**config.mk**
```make
export PLATFORM = sky130hd
export DESIGN_NAME = frac_reduce
export DESIGN_NICKNAME = d
export VERILOG_FILES = /design/src/rtl/frac_pkg.sv /design/src/rtl/div_step.sv /design/src/rtl/frac_reduce.sv
export SDC_FILE = /design/constraint.sdc
export NUM_CORES = 1
export LEC_CHECK = 0
export ABC_CLOCK_PERIOD_IN_PS = 7500
export CORE_MARGIN = 8
export CORE_UTILIZATION = 53
export CTS_BUF_LIST = sky130_fd_sc_hd__clkbuf_8
export DETAILED_ROUTE_END_ITERATION = 10
export GPL_TIMING_DRIVEN = 1
export PLACE_DENSITY_LB_ADDON = 0.12
export SYNTH_ARGS = -nofsm -noshare
export SYNTH_HDL_FRONTEND = slang
export SYNTH_HIERARCHICAL = 1
export SYNTH_SLANG_ARGS = --single-unit
```
**constraint.sdc**
```tcl
create_clock -name clk -period 7.5 [get_ports clk]
set_input_delay 1.5 -clock clk [delete_from_list [all_inputs] [get_ports clk]]
set_output_delay 1.5 -clock clk [all_outputs]
set_load 0.01 [all_outputs]
```
**src/rtl/frac_pkg.sv**
```systemverilog
// Shared constants and types for the fraction-reduction block.
//   DATA_W : operand / result width
//   CNT_W  : width of the shift-subtract iteration counter
//   state_e: controller states (IDLE, DIV, DONE)
package frac_pkg;

    localparam int unsigned DATA_W  = 32;
    localparam int unsigned REM_W   = DATA_W + 1;
    localparam int unsigned CNT_W   = 5;
    localparam int unsigned CNT_MAX = DATA_W - 1;

    typedef enum logic [1:0] {
        IDLE = 2'd0,
        DIV  = 2'd1,
        DONE = 2'd2
    } state_e;

endpackage : frac_pkg

```
**src/rtl/div_step.sv**
```systemverilog
// One combinational restoring-division step.
// Ports:
//   rem_i  : partial remainder before this step (always < div_i)
//   bit_i  : next dividend bit, MSB first
//   div_i  : divisor
//   rem_o  : partial remainder after this step
//   q_o    : quotient bit produced by this step
module div_step
    import frac_pkg::*;
(
    input  logic [REM_W-1:0]  rem_i,
    input  logic              bit_i,
    input  logic [DATA_W-1:0] div_i,
    output logic [REM_W-1:0]  rem_o,
    output logic              q_o
);

    // One spare bit so the shift never overflows the compare.
    logic [REM_W:0] shifted;
    logic [REM_W:0] divisor;
    logic [REM_W:0] diff;

    always_comb begin
        shifted = {rem_i, bit_i};
        divisor = (REM_W + 1)'(div_i);
        diff    = shifted - divisor;
        q_o     = (shifted >= divisor);
        rem_o   = q_o ? REM_W'(diff) : REM_W'(shifted);
    end

endmodule : div_step

```
**src/rtl/frac_reduce.sv**
```systemverilog
// Reduces a fraction num/den by a precomputed gcd g using two parallel
// 32-step restoring dividers. Result appears 33 cycles after acceptance;
// g==0 bypasses division and flags div_err.
// Ports:
//   clk, rst            : clock, asynchronous active-high reset
//   in_valid/in_ready   : operand handshake (num, den, g)
//   out_valid/out_ready : result handshake (q_num, q_den, div_err, rem_err)
// Build option: FRAC_REDUCE_REMCHECK_EN enables rem_err (nonzero final
// remainder); otherwise rem_err is tied low.
module frac_reduce
    import frac_pkg::*;
(
    input  logic              clk,
    input  logic              rst,
    input  logic              in_valid,
    output logic              in_ready,
    input  logic [DATA_W-1:0] num,
    input  logic [DATA_W-1:0] den,
    input  logic [DATA_W-1:0] g,
    output logic              out_valid,
    input  logic              out_ready,
    output logic [DATA_W-1:0] q_num,
    output logic [DATA_W-1:0] q_den,
    output logic              div_err,
    output logic              rem_err
);

    state_e             state_q, state_d;
    logic [CNT_W-1:0]   cnt_q, cnt_d;
    logic               last_q, last_d;
    logic [DATA_W-1:0]  num_q, num_d;
    logic [DATA_W-1:0]  den_q, den_d;
    logic [DATA_W-1:0]  g_q, g_d;
    logic [REM_W-1:0]   rn_q, rn_d;
    logic [REM_W-1:0]   rd_q, rd_d;
    logic [DATA_W-1:0]  q_num_q, q_num_d;
    logic [DATA_W-1:0]  q_den_q, q_den_d;
    logic               div_err_q, div_err_d;
    logic               in_ready_q, in_ready_d;
    logic               out_valid_q, out_valid_d;
`ifdef FRAC_REDUCE_REMCHECK_EN
    logic               rem_err_q, rem_err_d;
`endif

    logic [REM_W-1:0]   rn_step;
    logic [REM_W-1:0]   rd_step;
    logic               qn_bit;
    logic               qd_bit;

    // Dividend registers shift out MSB-first while quotient bits shift in.
    div_step u_step_num (
        .rem_i (rn_q),
        .bit_i (num_q[DATA_W-1]),
        .div_i (g_q),
        .rem_o (rn_step),
        .q_o   (qn_bit)
    );

    div_step u_step_den (
        .rem_i (rd_q),
        .bit_i (den_q[DATA_W-1]),
        .div_i (g_q),
        .rem_o (rd_step),
        .q_o   (qd_bit)
    );

    // State and datapath registers.
    always_ff @(posedge clk or posedge rst) begin
        if (rst) begin
            state_q     <= IDLE;
            cnt_q       <= '0;
            last_q      <= 1'b0;
            num_q       <= '0;
            den_q       <= '0;
            g_q         <= '0;
            rn_q        <= '0;
            rd_q        <= '0;
            q_num_q     <= '0;
            q_den_q     <= '0;
            div_err_q   <= 1'b0;
            in_ready_q  <= 1'b1;
            out_valid_q <= 1'b0;
`ifdef FRAC_REDUCE_REMCHECK_EN
            rem_err_q   <= 1'b0;
`endif
        end else begin
            state_q     <= state_d;
            cnt_q       <= cnt_d;
            last_q      <= last_d;
            num_q       <= num_d;
            den_q       <= den_d;
            g_q         <= g_d;
            rn_q        <= rn_d;
            rd_q        <= rd_d;
            q_num_q     <= q_num_d;
            q_den_q     <= q_den_d;
            div_err_q   <= div_err_d;
            in_ready_q  <= in_ready_d;
            out_valid_q <= out_valid_d;
`ifdef FRAC_REDUCE_REMCHECK_EN
            rem_err_q   <= rem_err_d;
`endif
        end
    end

    // Next-state and datapath control.
    always_comb begin
        state_d     = state_q;
        cnt_d       = cnt_q;
        last_d      = last_q;
        num_d       = num_q;
        den_d       = den_q;
        g_d         = g_q;
        rn_d        = rn_q;
        rd_d        = rd_q;
        q_num_d     = q_num_q;
        q_den_d     = q_den_q;
        div_err_d   = div_err_q;
        in_ready_d  = in_ready_q;
        out_valid_d = out_valid_q;
`ifdef FRAC_REDUCE_REMCHECK_EN
        rem_err_d   = rem_err_q;
`endif

        case (state_q)
            IDLE: begin
                if (in_valid && in_ready_q) begin
                    num_d      = num;
                    den_d      = den;
                    g_d        = g;
                    rn_d       = '0;
                    rd_d       = '0;
                    state_d    = DIV;
                    in_ready_d = 1'b0;
                    // g==0 skips the steps: one DIV cycle, then DONE.
                    if (g != '0) begin
                        cnt_d  = CNT_W'(CNT_MAX);
                        last_d = 1'b0;
                    end else begin
                        cnt_d  = '0;
                        last_d = 1'b1;
                    end
                end
            end

            DIV: begin
                if (last_q) begin
                    state_d     = DONE;
                    out_valid_d = 1'b1;
                    q_num_d     = num_q;
                    q_den_d     = den_q;
                    div_err_d   = (g_q == '0);
`ifdef FRAC_REDUCE_REMCHECK_EN
                    rem_err_d   = (rn_q != '0) || (rd_q != '0);
`endif
                end else begin
                    num_d  = {num_q[DATA_W-2:0], qn_bit};
                    den_d  = {den_q[DATA_W-2:0], qd_bit};
                    rn_d   = rn_step;
                    rd_d   = rd_step;
                    cnt_d  = cnt_q - CNT_W'(1);
                    last_d = (cnt_q == '0);
                end
            end

            DONE: begin
                if (out_ready) begin
                    state_d     = IDLE;
                    out_valid_d = 1'b0;
                    in_ready_d  = 1'b1;
                end
            end

            default: begin
                state_d     = IDLE;
                out_valid_d = 1'b0;
                in_ready_d  = 1'b1;
            end
        endcase
    end

    assign in_ready  = in_ready_q;
    assign out_valid = out_valid_q;
    assign q_num     = q_num_q;
    assign q_den     = q_den_q;
    assign div_err   = div_err_q;
`ifdef FRAC_REDUCE_REMCHECK_EN
    assign rem_err   = rem_err_q;
`else
    assign rem_err   = 1'b0;
`endif

endmodule : frac_reduce

```
==> impl_metrics.tcl, run 1 <==
set metrics [dict create \
    status "completed" \
    crit_path_end_kind "flop" \
    internal_power_mw 3.43 \
    layoutNonFillerInstCount 2180 \
    diodes 0 \
    worstPathRequired_ns 7.98 \
    switching_share_pct 38.4 \
    clk_latency_ns 0.57 \
    arrival_ns 4.87 \
    met3_usage_pct 7.83 \
    synth_warnings 6 \
    synth_ff_type "dfrtp_1" \
    cts_resized 0 \
    clock_skew_ns 0.0177 \
    wl_per_cell_um 16.9 \
    die_x_um 179 \
    postRouteAntennaNets 0 \
    syn_area_per_cell_um2 8.40 \
    drt_first_pass_iters 5 \
    cts.sinks 237 \
    grt-ovfl-total 0 \
    areaGrowthSynthToFinish_pct 18.9 \
    root_buffer "clkbuf_8" \
    combinationalPowerShare_pct 41.0 \
    die_area_mm2 0.0321 \
    clockBufferDepth 3 \
    hold_depth 2 \
    ios 168 \
    whs_ns 0.499 \
    relSlewSlack_pct 21.8 \
    worst-path-buf-inv 5 \
    synthMuxAreaShare_pct 5.43 \
    via_per_inst 5.59 \
    synth_common_cells "nand2_1 (436), dfrtp_1 (236), nor2_1 (141), a21oi_1 (102), inv_1 (88)" \
    gp_congestion 0.895 \
    met1_usage_pct 30.3 \
    hold_violations 0 \
    synth_top_family_by_area "simple AND/OR/NAND/NOR gates" \
    numCtsBuffers 42 \
    rr_worst_depth 16 \
    powerDensity_mw_per_mm2 332 \
    setup_viol 0 \
    nets 1979 \
    grt_max_degree 188 \
    rsz0062_at_grt "no" \
    fin_crit_sh_pct 58.4 \
    synth-edff-count 0 \
    synth_fa_ha_area_share_pct 6.05 \
    placed_cells 2103 \
    initial_utilization_pct 54.1 \
    yosys.cell_count.top_type "nand2_1" \
    clock_power_share_pct 22.0 \
    hold_path_class "flop to flop" \
    dp_hpwl_mm 24.8 \
    ys_types 66 \
    p_leak_nw 8.13 \
    antenna_found_initial 6 \
    crit_path_cell_trace "clkdlybuf4s50_1, nor4bb_4, buf_4, nor2_4, buf_4, inv_6, buf_4, nor2_1, a31oi_1" \
    grt_pass1_wl_mm 60.6 \
    period_minus_slack_ns 4.38 \
    fin_util_pct 64.3 \
    synth-seq-cells 237 \
    synthSimpleGateAreaFrac_pct 22.8 \
    worstReg2RegEnd "rn_q[31]" \
    whs_endpoint "rn_q[32]" \
    routed_wl_mm 36.9 \
    maxCapViolations 0 \
    synth_xor_area_share_pct 3.36 \
    drv_slew 0 \
    setup.worst_path.class "primary input to flop" \
    critPathLaunchType "primary input" \
    path_clk_slew_ns 0.06 \
    critPathMaxStageDelay_ns 0.87 \
    die_y_um 179 \
    cp_common_cell "buf_4" \
    io_buffers 166 \
    core_area_mm2 0.0261 \
    htreeDepth 2 \
    synth-compound-area-share_pct 14.9 \
    yosysSeqAreaShare_pct 42.1 \
    route.vias.total 12200 \
    ir_drop_mv 0.246 \
    synthesis.nets 1846 \
    tightest_slew_ns 1.17 \
    grt_pass1_vias 12100 \
    netlist_area_mm2 0.0141 \
    synth_area_leaders "dfrtp_1 (42%), nand2_1 (12%), ha_1 (5.8%)" \
    synthCells 1679 \
    post_cts_buffers 0 \
    critPathTopFamily "buffers and inverters" \
    holdBufCountCts 0 \
    critPathSlowestCell "inv_6" \
    synthArstFlopShare_pct 100 \
    crit_path_max_fanout 146 \
    finalSetupTns_ns 0 \
    synth_top_cell_area_share_pct 41.9 \
    dr.first_iter.drc_count 811 \
    cts_tree "built" \
    std_cell_rows 59 \
    rr_startpoint "num_q[31]" \
    p_sw_mw 2.14 \
    min-delay-start "rn_q[32]" \
    power_frac_seq_pct 37.0 \
    grt_usage_pct 23.0 \
    grtUsageMet2_pct 35.1 \
    r2r_slack_ns 3.50 \
    fmaxAchievable_mhz 228 \
    layout-drive-gt1-share_pct 9.43 \
    drc_errors 0 \
    synth.largest_area_cell "dfrtp_1" \
    busiest_layer "met2" \
]
[metal layers]
metal / vias up / part of all wire [%]
li1: 6004 / -
met1: 5734 / 45
met2: 360 / 43
met3: 70 / 9.0
met4: 12 / 2.3
met5: - / 0.18
[placed cells by master (no fill, tap or decap), types with 28 or more instances in the layout]
cell             synthesis  routed
clkbuf_8                 0      55
clkdlybuf4s50_1          0     166
mux2_2                  66      66
nand3_1                 82      82
o21ai_0                 28      28
ha_1                    65      65
a21oi_1                102     102
dfrtp_1                236     236
nor2_1                 141     141
xnor2_1                 36      36
inv_1                   88      99
a31oi_1                 72      72
nand2_1                436     435
[worst max path at each step]
stage / slack [ns] / startpoint / to / depth (start not counted)
2_1_floorplan: 2.89 / rst / cnt_q[0] / 1
3_3_place_gp: 2.66 / in_valid / cnt_q[0] / 9
3_5_place_dp: 2.60 / in_valid / den_q[13] / 9
4_1_cts: 3.18 / in_valid / den_q[21] / 9
5_1_grt: 2.90 / in_valid / den_q[21] / 9
6_report: 3.12 / in_valid / den_q[21] / 9
[per-stage QoR]
stage / total power [mW] / worst slack (ns) / instance area (µm²)
floorplan: 3.58 / 2.89 / 14100
global placement: 4.29 / 2.66 / 15900
detailed placement: 4.34 / 2.60 / 15900
CTS: 5.60 / 3.18 / 16800
global route: 5.98 / 2.90 / 16800
finish: 5.57 / 3.12 / 16800
[tightest hold or removal path: cells and delay by family, from the launching register on]
kind	cells	cell delay, ns
flops	1	0.37
simple gates	2	0.11
[flip-flops by register name, indices dropped and copies added, names as in the netlist, 2 cells and up]
signal / flops
g_q: 32
q_num: 32
rd_q: 33
q_den: 32
state_q: 2
num_q: 32
cnt_q: 5
den_q: 32
rn_q: 33
[cell families after synthesis]
group	Yosys count
other	1
AO/OA/AOI/OAI	317
AND/OR/NAND/NOR	756
flip-flops	237
multiplexers	68
adder cells (fa/ha/maj)	67
buffers and inverters	179
XOR/XNOR	54
[area by class of cell]
cell class	instances	area (µm²)
multi-input combinational	1263	7430
fill	2273	9300
sequential	237	5930
clock buffer	55	757
tap	335	419
timing repair buffer	177	1760
clock inverter	22	115
inverter	91	350
[power by group through the flow]
stage | clock, mW | sequential [mW] | combinational (mW)
after floorplan | 0 | 2.00 | 1.58
after global placement | 0 | 2.06 | 2.23
after detailed placement | 0 | 2.07 | 2.27
after CTS | 1.25 | 2.06 | 2.28
after global routing | 1.31 | 2.11 | 2.56
final | 1.23 | 2.06 | 2.28
Power figures use the tool's default switching activity.
==> inputs of run 2 (changes only) <==
- ABC_CLOCK_PERIOD_IN_PS: 7500 -> 4000
- clock period: 7.5 -> 4 ns (I/O delays scaled with it)
==> run 2 against run 1 <==
  * Worst setup slack worse by 2.5 ns
  * Clock power up 88%
  * Utilization up 0.20 points
  * First-iteration DRC count down 0.86%
  * Via count up 0.29%
  * Sequential power up 85%
  * Hold slack worse by 0.00081 ns
  * Wire length up 0.95%
  * Flip-flop and latch count unchanged
  * Sequential share of layout area down 0.11 points
  * Critical path type is now flop to flop
  * Largest cell class unchanged
==> impl_metrics.tcl, run 2 (synthesis gave the netlist of run 1 again) <==
set metrics [dict create \
    root_buffer "clkbuf_8" \
    crit_path_max_fanout 52 \
    rr_startpoint "den_q[31]" \
    worstReg2RegEnd "rd_q[31]" \
    final_common_cell "nand2_1" \
    critPathLaunchType "flop" \
    relSlewSlack_pct 27.6 \
    drc_errors 0 \
    antenna_found_initial 1 \
    fmaxAchievable_mhz 293 \
    std_cell_rows 59 \
    rr_worst_depth 16 \
    ios 168 \
    cts_resized 0 \
    via_per_inst 5.60 \
    layout-drive-gt1-share_pct 9.49 \
    r2r_slack_ns 0.59 \
    core_area_mm2 0.0261 \
    fin_crit_sh_pct 85.3 \
    clock_skew_ns 0.0166 \
    dp_hpwl_mm 25.6 \
    die_x_um 179 \
    initial_utilization_pct 54.1 \
    wl_per_cell_um 17.1 \
    maxCapViolations 0 \
    diodes 0 \
    finalSetupTns_ns 0 \
    gp_congestion 0.906 \
    arrival_ns 3.90 \
    grt_pass1_vias 12100 \
    grt_max_degree 167 \
    hold_path_class "flop to flop" \
    rsz0062_at_grt "no" \
    drv_slew 0 \
    worstPathRequired_ns 4.49 \
    die_area_mm2 0.0321 \
    clockBufferDepth 3 \
    hold_depth 2 \
    die_y_um 179 \
    hold_violations 0 \
    powerDensity_mw_per_mm2 625 \
    setup_viol 0 \
    drt_first_pass_iters 5 \
    clk_latency_ns 0.57 \
    crit_path_end_kind "flop" \
    fin_util_pct 64.5 \
    grt_pass1_wl_mm 61.3 \
    min-delay-start "rn_q[26]" \
    whs_endpoint "rn_q[26]" \
    route.vias.total 12200 \
    ir_drop_mv 0.535 \
    largest_registers "rd_q x33, rn_q x33" \
    postRouteAntennaNets 0 \
    routed_wl_mm 37.2 \
    dr.first_iter.drc_count 804 \
    path_clk_slew_ns 0.06 \
    status "completed" \
    cts_tree "built" \
    cts.sinks 237 \
    p_total_mw 10.5 \
    nets 1983 \
    setup.worst_path.class "flop to flop" \
    layout_common_cells "nand2_1 (435), dfrtp_1 (236), clkdlybuf4s50_1 (166)" \
    post_cts_buffers 0 \
    period_minus_slack_ns 3.41 \
    io_buffers 166 \
    areaGrowthSynthToFinish_pct 19.3 \
    grt_usage_pct 23.4 \
    holdBufCountCts 0 \
    grt-ovfl-total 0 \
    htreeDepth 2 \
    tightest_slew_ns 1.09 \
    p_leak_nw 8.15 \
    numCtsBuffers 41 \
    cp-startpoint "den_q[31]" \
]
-- run 2: where the power goes --
| group | switching, mW | internal, mW |
|---|---|---|
| clock network | 1.01 | 1.30 |
| logic | 2.34 | 2.03 |
| registers | 0.656 | 3.16 |
| total | 4.01 | 6.50 |
-- run 2: critical path: stages, from the launching register on --
cell      delay (ns)
dfrtp_1         0.42
inv_1           0.06
ha_1            0.20
inv_1           0.07
fa_1            0.24
a211oi_2        0.10
o211a_1         0.26
o211ai_1        0.17
and2_1          0.22
a31oi_2         0.19
a31oi_4         0.22
buf_4           0.48
nand3b_1        0.13
or3_1           0.33
nand3_1         0.07
nand3_1         0.06
nand2_1         0.10
-- run 2: final cells by class --
type                            instances  area [µm²]
Tap cell                              335         419
Clock buffer                           52         716
Timing Repair Buffer                  182        1820
Fill cell                            2257        9240
Multi-Input combinational cell       1263        7430
Inverter                               91         350
Clock inverter                         20         146
Sequential cell                       237        5930
-- run 2: worst max-delay path by stage --
stage                to  slack [ns]  cells past startpoint
3_5_place_dp   rd_q[31]        0.66                     16
4_1_cts        rd_q[31]        0.61                     16
5_1_grt        rd_q[31]        0.28                     16
2_1_floorplan  cnt_q[0]        0.09                      1
3_3_place_gp   rd_q[31]        0.71                     16
6_report       rd_q[31]        0.59                     16
-- run 2: per-layer routing --
metal / track usage (%) / vias up / share of wire (%)
li1: - / 6030 / -
met1: 31.2 / 5778 / 45
met2: 36.3 / 341 / 44
met3: 7.73 / 64 / 8.5
met4: 5.96 / 2 / 2.0
met5: 0 / - / 0.024
-- run 2: through the flow --
step           setup WS, ns  hold slack, ns  cells  area (µm²)
2_1_floorplan        0.0950           0.457   1679       14100
3_3_place_gp          0.713           0.482   2108       16000
3_5_place_dp          0.656           0.492   2108       16000
4_1_cts               0.613           0.505   2180       16800
5_1_grt               0.281           0.521   2180       16800
6_report              0.587           0.498   2180       16800
==> inputs of run 3 (changes only) <==
- SYNTH_HIERARCHICAL: 1 -> not set
==> run 3 against run 2 <==
  * Clock power decreased by 3%
  * Sequential power rose by 12%
  * Combinational power up 89%
  * Synthesized cell count decreased by 11%
  * Global-route usage fell by 0.14 points
  * Flip-flop and latch count stayed put
  * Sequential share of layout area increased by 1.1 points
  * Power grew 41%
  * Maximum frequency down 3.8%
  * Worst setup slack got worse by 0.14 ns
==> impl_metrics.tcl, run 3 <==
set metrics [dict create \
    status "completed" \
    die_x_um 176 \
    min-delay-start "q_den[24]" \
    synth_area_leaders "dfrtp_1 (44%), nand2_1 (7.6%), ha_1 (6.1%)" \
    core_area_mm2 0.0251 \
    clockBufferDepth 3 \
    synth-seq-cells 237 \
    ios 168 \
    layout_common_cells "nand2_1 (273), dfrtp_1 (236), clkdlybuf4s50_1 (166)" \
    antenna_found_initial 2 \
    whs_endpoint "q_den[24]" \
    nets 1805 \
    layout-drive-gt1-share_pct 10.1 \
    clk_latency_ns 0.56 \
    rsz0062_at_grt "no" \
    route.vias.total 11400 \
    arrival_ns 3.99 \
    rr_worst_depth 13 \
    die_y_um 176 \
    worstPathRequired_ns 4.44 \
    drt_first_pass_iters 5 \
    met3_usage_pct 7.88 \
    fin_crit_sh_pct 88.7 \
    grt_pass1_vias 11400 \
    yosysSeqAreaShare_pct 43.9 \
    hold_violations 0 \
    grtUsageMet2_pct 35.0 \
    synth_warnings 0 \
    relSlewSlack_pct 35.2 \
    layoutNonFillerInstCount 1999 \
    p_leak_nw 7.63 \
    met1_usage_pct 30.9 \
    via_per_inst 5.71 \
    hold_depth 1 \
    routed_wl_mm 36.3 \
    grt_usage_pct 23.3 \
    cts_tree "built" \
    synthCells 1492 \
    synth_common_cells "nand2_1 (274), dfrtp_1 (236), nor2_1 (114), a21oi_1 (80), a31oi_1 (70)" \
    yosys.cell_count.top_type "nand2_1" \
    netlist_area_mm2 0.0135 \
    hold_path_class "flop to flop" \
    syn_area_per_cell_um2 9.07 \
    io_buffers 166 \
    r2r_slack_ns 0.45 \
    rr_startpoint "g_q[0]" \
    numCtsBuffers 43 \
    setup_slack_ns 0.451 \
    finalSetupTns_ns 0 \
    htreeDepth 2 \
    cp-startpoint "g_q[0]" \
    period_minus_slack_ns 3.55 \
    drc_errors 0 \
    place_ws_ns 0.502 \
    post_cts_buffers 0 \
    ir_drop_mv 0.443 \
    grt-ovfl-total 0 \
    final_common_cell "nand2_1" \
    wl_per_cell_um 18.2 \
    root_buffer "clkbuf_8" \
    largest_registers "rd_q x33, rn_q x33" \
    holdBufCountCts 0 \
    crit_path_end_kind "flop" \
    grt_max_degree 96 \
    die_area_mm2 0.0309 \
    dp_hpwl_mm 25.7 \
    tightest_slew_ns 0.972 \
    cts_resized 0 \
    synth_top_cell_area_share_pct 43.7 \
    std_cell_rows 58 \
    path_clk_slew_ns 0.06 \
    setup_viol 0 \
    gp_congestion 0.911 \
    placed_cells 1922 \
    cts.sinks 237 \
    multiInputGateArea_mm2 0.00708 \
    synthesis.nets 1660 \
    busiest_layer "met2" \
    fmaxAchievable_mhz 282 \
    critPathLaunchType "flop" \
    synth.largest_area_cell "dfrtp_1" \
    powerDensity_mw_per_mm2 907 \
    grt_pass1_wl_mm 58.8 \
    setup.worst_path.class "flop to flop" \
    dr.first_iter.drc_count 834 \
    postRouteAntennaNets 0 \
    worstReg2RegEnd "rn_q[32]" \
    synth-edff-count 0 \
    drv_slew 0 \
    crit_path_max_fanout 22 \
    fillers 2159 \
    initial_utilization_pct 53.9 \
    synth_ff_type "dfrtp_1" \
    maxCapViolations 0 \
    fin_util_pct 64.9 \
    clock_skew_ns 0.0358 \
    area.sequential_mm2 0.00593 \
    areaGrowthSynthToFinish_pct 20.4 \
    synthArstFlopShare_pct 100 \
    ys_types 66 \
]
run 3: cell count changes in the layout (fill, tap and decap cells not counted), moves of 7 or more:
cell	before	now
nand2_1	435	273
nand3_1	82	24
o21ai_1	14	62
mux2i_1	0	40
o21ai_0	28	65
inv_1	98	63
nor2_1	141	112
a21o_1	18	41
a21oi_1	102	80
a22o_1	0	9
and2_1	10	3
nor2b_1	6	13
run 3: logic make-up after synthesis:
group	after synthesis	share of synthesized area, %
simple gates	497	15.6
other cells	1	0.0277
xor+xnor	57	3.69
mux	102	8.12
flops	237	43.9
buf+inv	134	4.09
compound gates	396	18.2
fa+ha+maj	68	6.40
run 3: cell type report:
type | instances | share of cell area (%)
Multi-Input combinational cell | 1121 | 43.5
Sequential cell | 237 | 36.4
Timing Repair Buffer | 183 | 11.2
Clock buffer | 50 | 4.23
Tap cell | 330 | 2.54
Inverter | 51 | 1.21
Clock inverter | 26 | 0.899
Antenna cell | 1 | 0.0154
run 3: metal layers:
layer | share of wire (%) | vias up
li1 | - | 5544
met1 | 44 | 5451
met2 | 44 | 353
met3 | 9.2 | 72
met4 | 3.0 | 4
met5 | 0.061 | -
run 3: worst max path at each step:
| stage | to | slack (ns) |
|---|---|---|
| finish | rn_q[32] | 0.45 |
| global route | rn_q[32] | 0.25 |
| CTS | rn_q[32] | 0.47 |
| detailed placement | rn_q[32] | 0.50 |
| global placement | rn_q[32] | 0.63 |
| floorplan | cnt_q[0] | 0.09 |
run 3: critical path, cell delays in order (launching register included):
cell      delay, ns
dfrtp_1        0.42
ha_1           0.24
fa_1           0.40
nand2b_1       0.19
a211oi_2       0.22
nor3_2         0.09
o31a_1         0.35
o21ai_2        0.25
a21o_1         0.18
a31oi_1        0.18
a21oi_4        0.17
buf_4          0.33
inv_2          0.10
o41ai_2        0.28
run 3: report_power, final:
group / switching, mW / internal, mW / total [mW]
Combinational: 4.49 / 3.75 / 8.24
Sequential: 0.807 / 3.48 / 4.29
Clock: 1.04 / 1.21 / 2.24
Total: 6.34 / 8.43 / 14.8
run 3: per-stage QoR:
stage	hold slack, ns	instance area (µm²)	power [mW]
6_report	0.504	16300	14.8
5_1_grt	0.521	16300	16.0
4_1_cts	0.506	16300	14.8
3_5_place_dp	0.493	15400	12.5
3_3_place_gp	0.487	15400	12.3
2_1_floorplan	0.460	13500	10.4
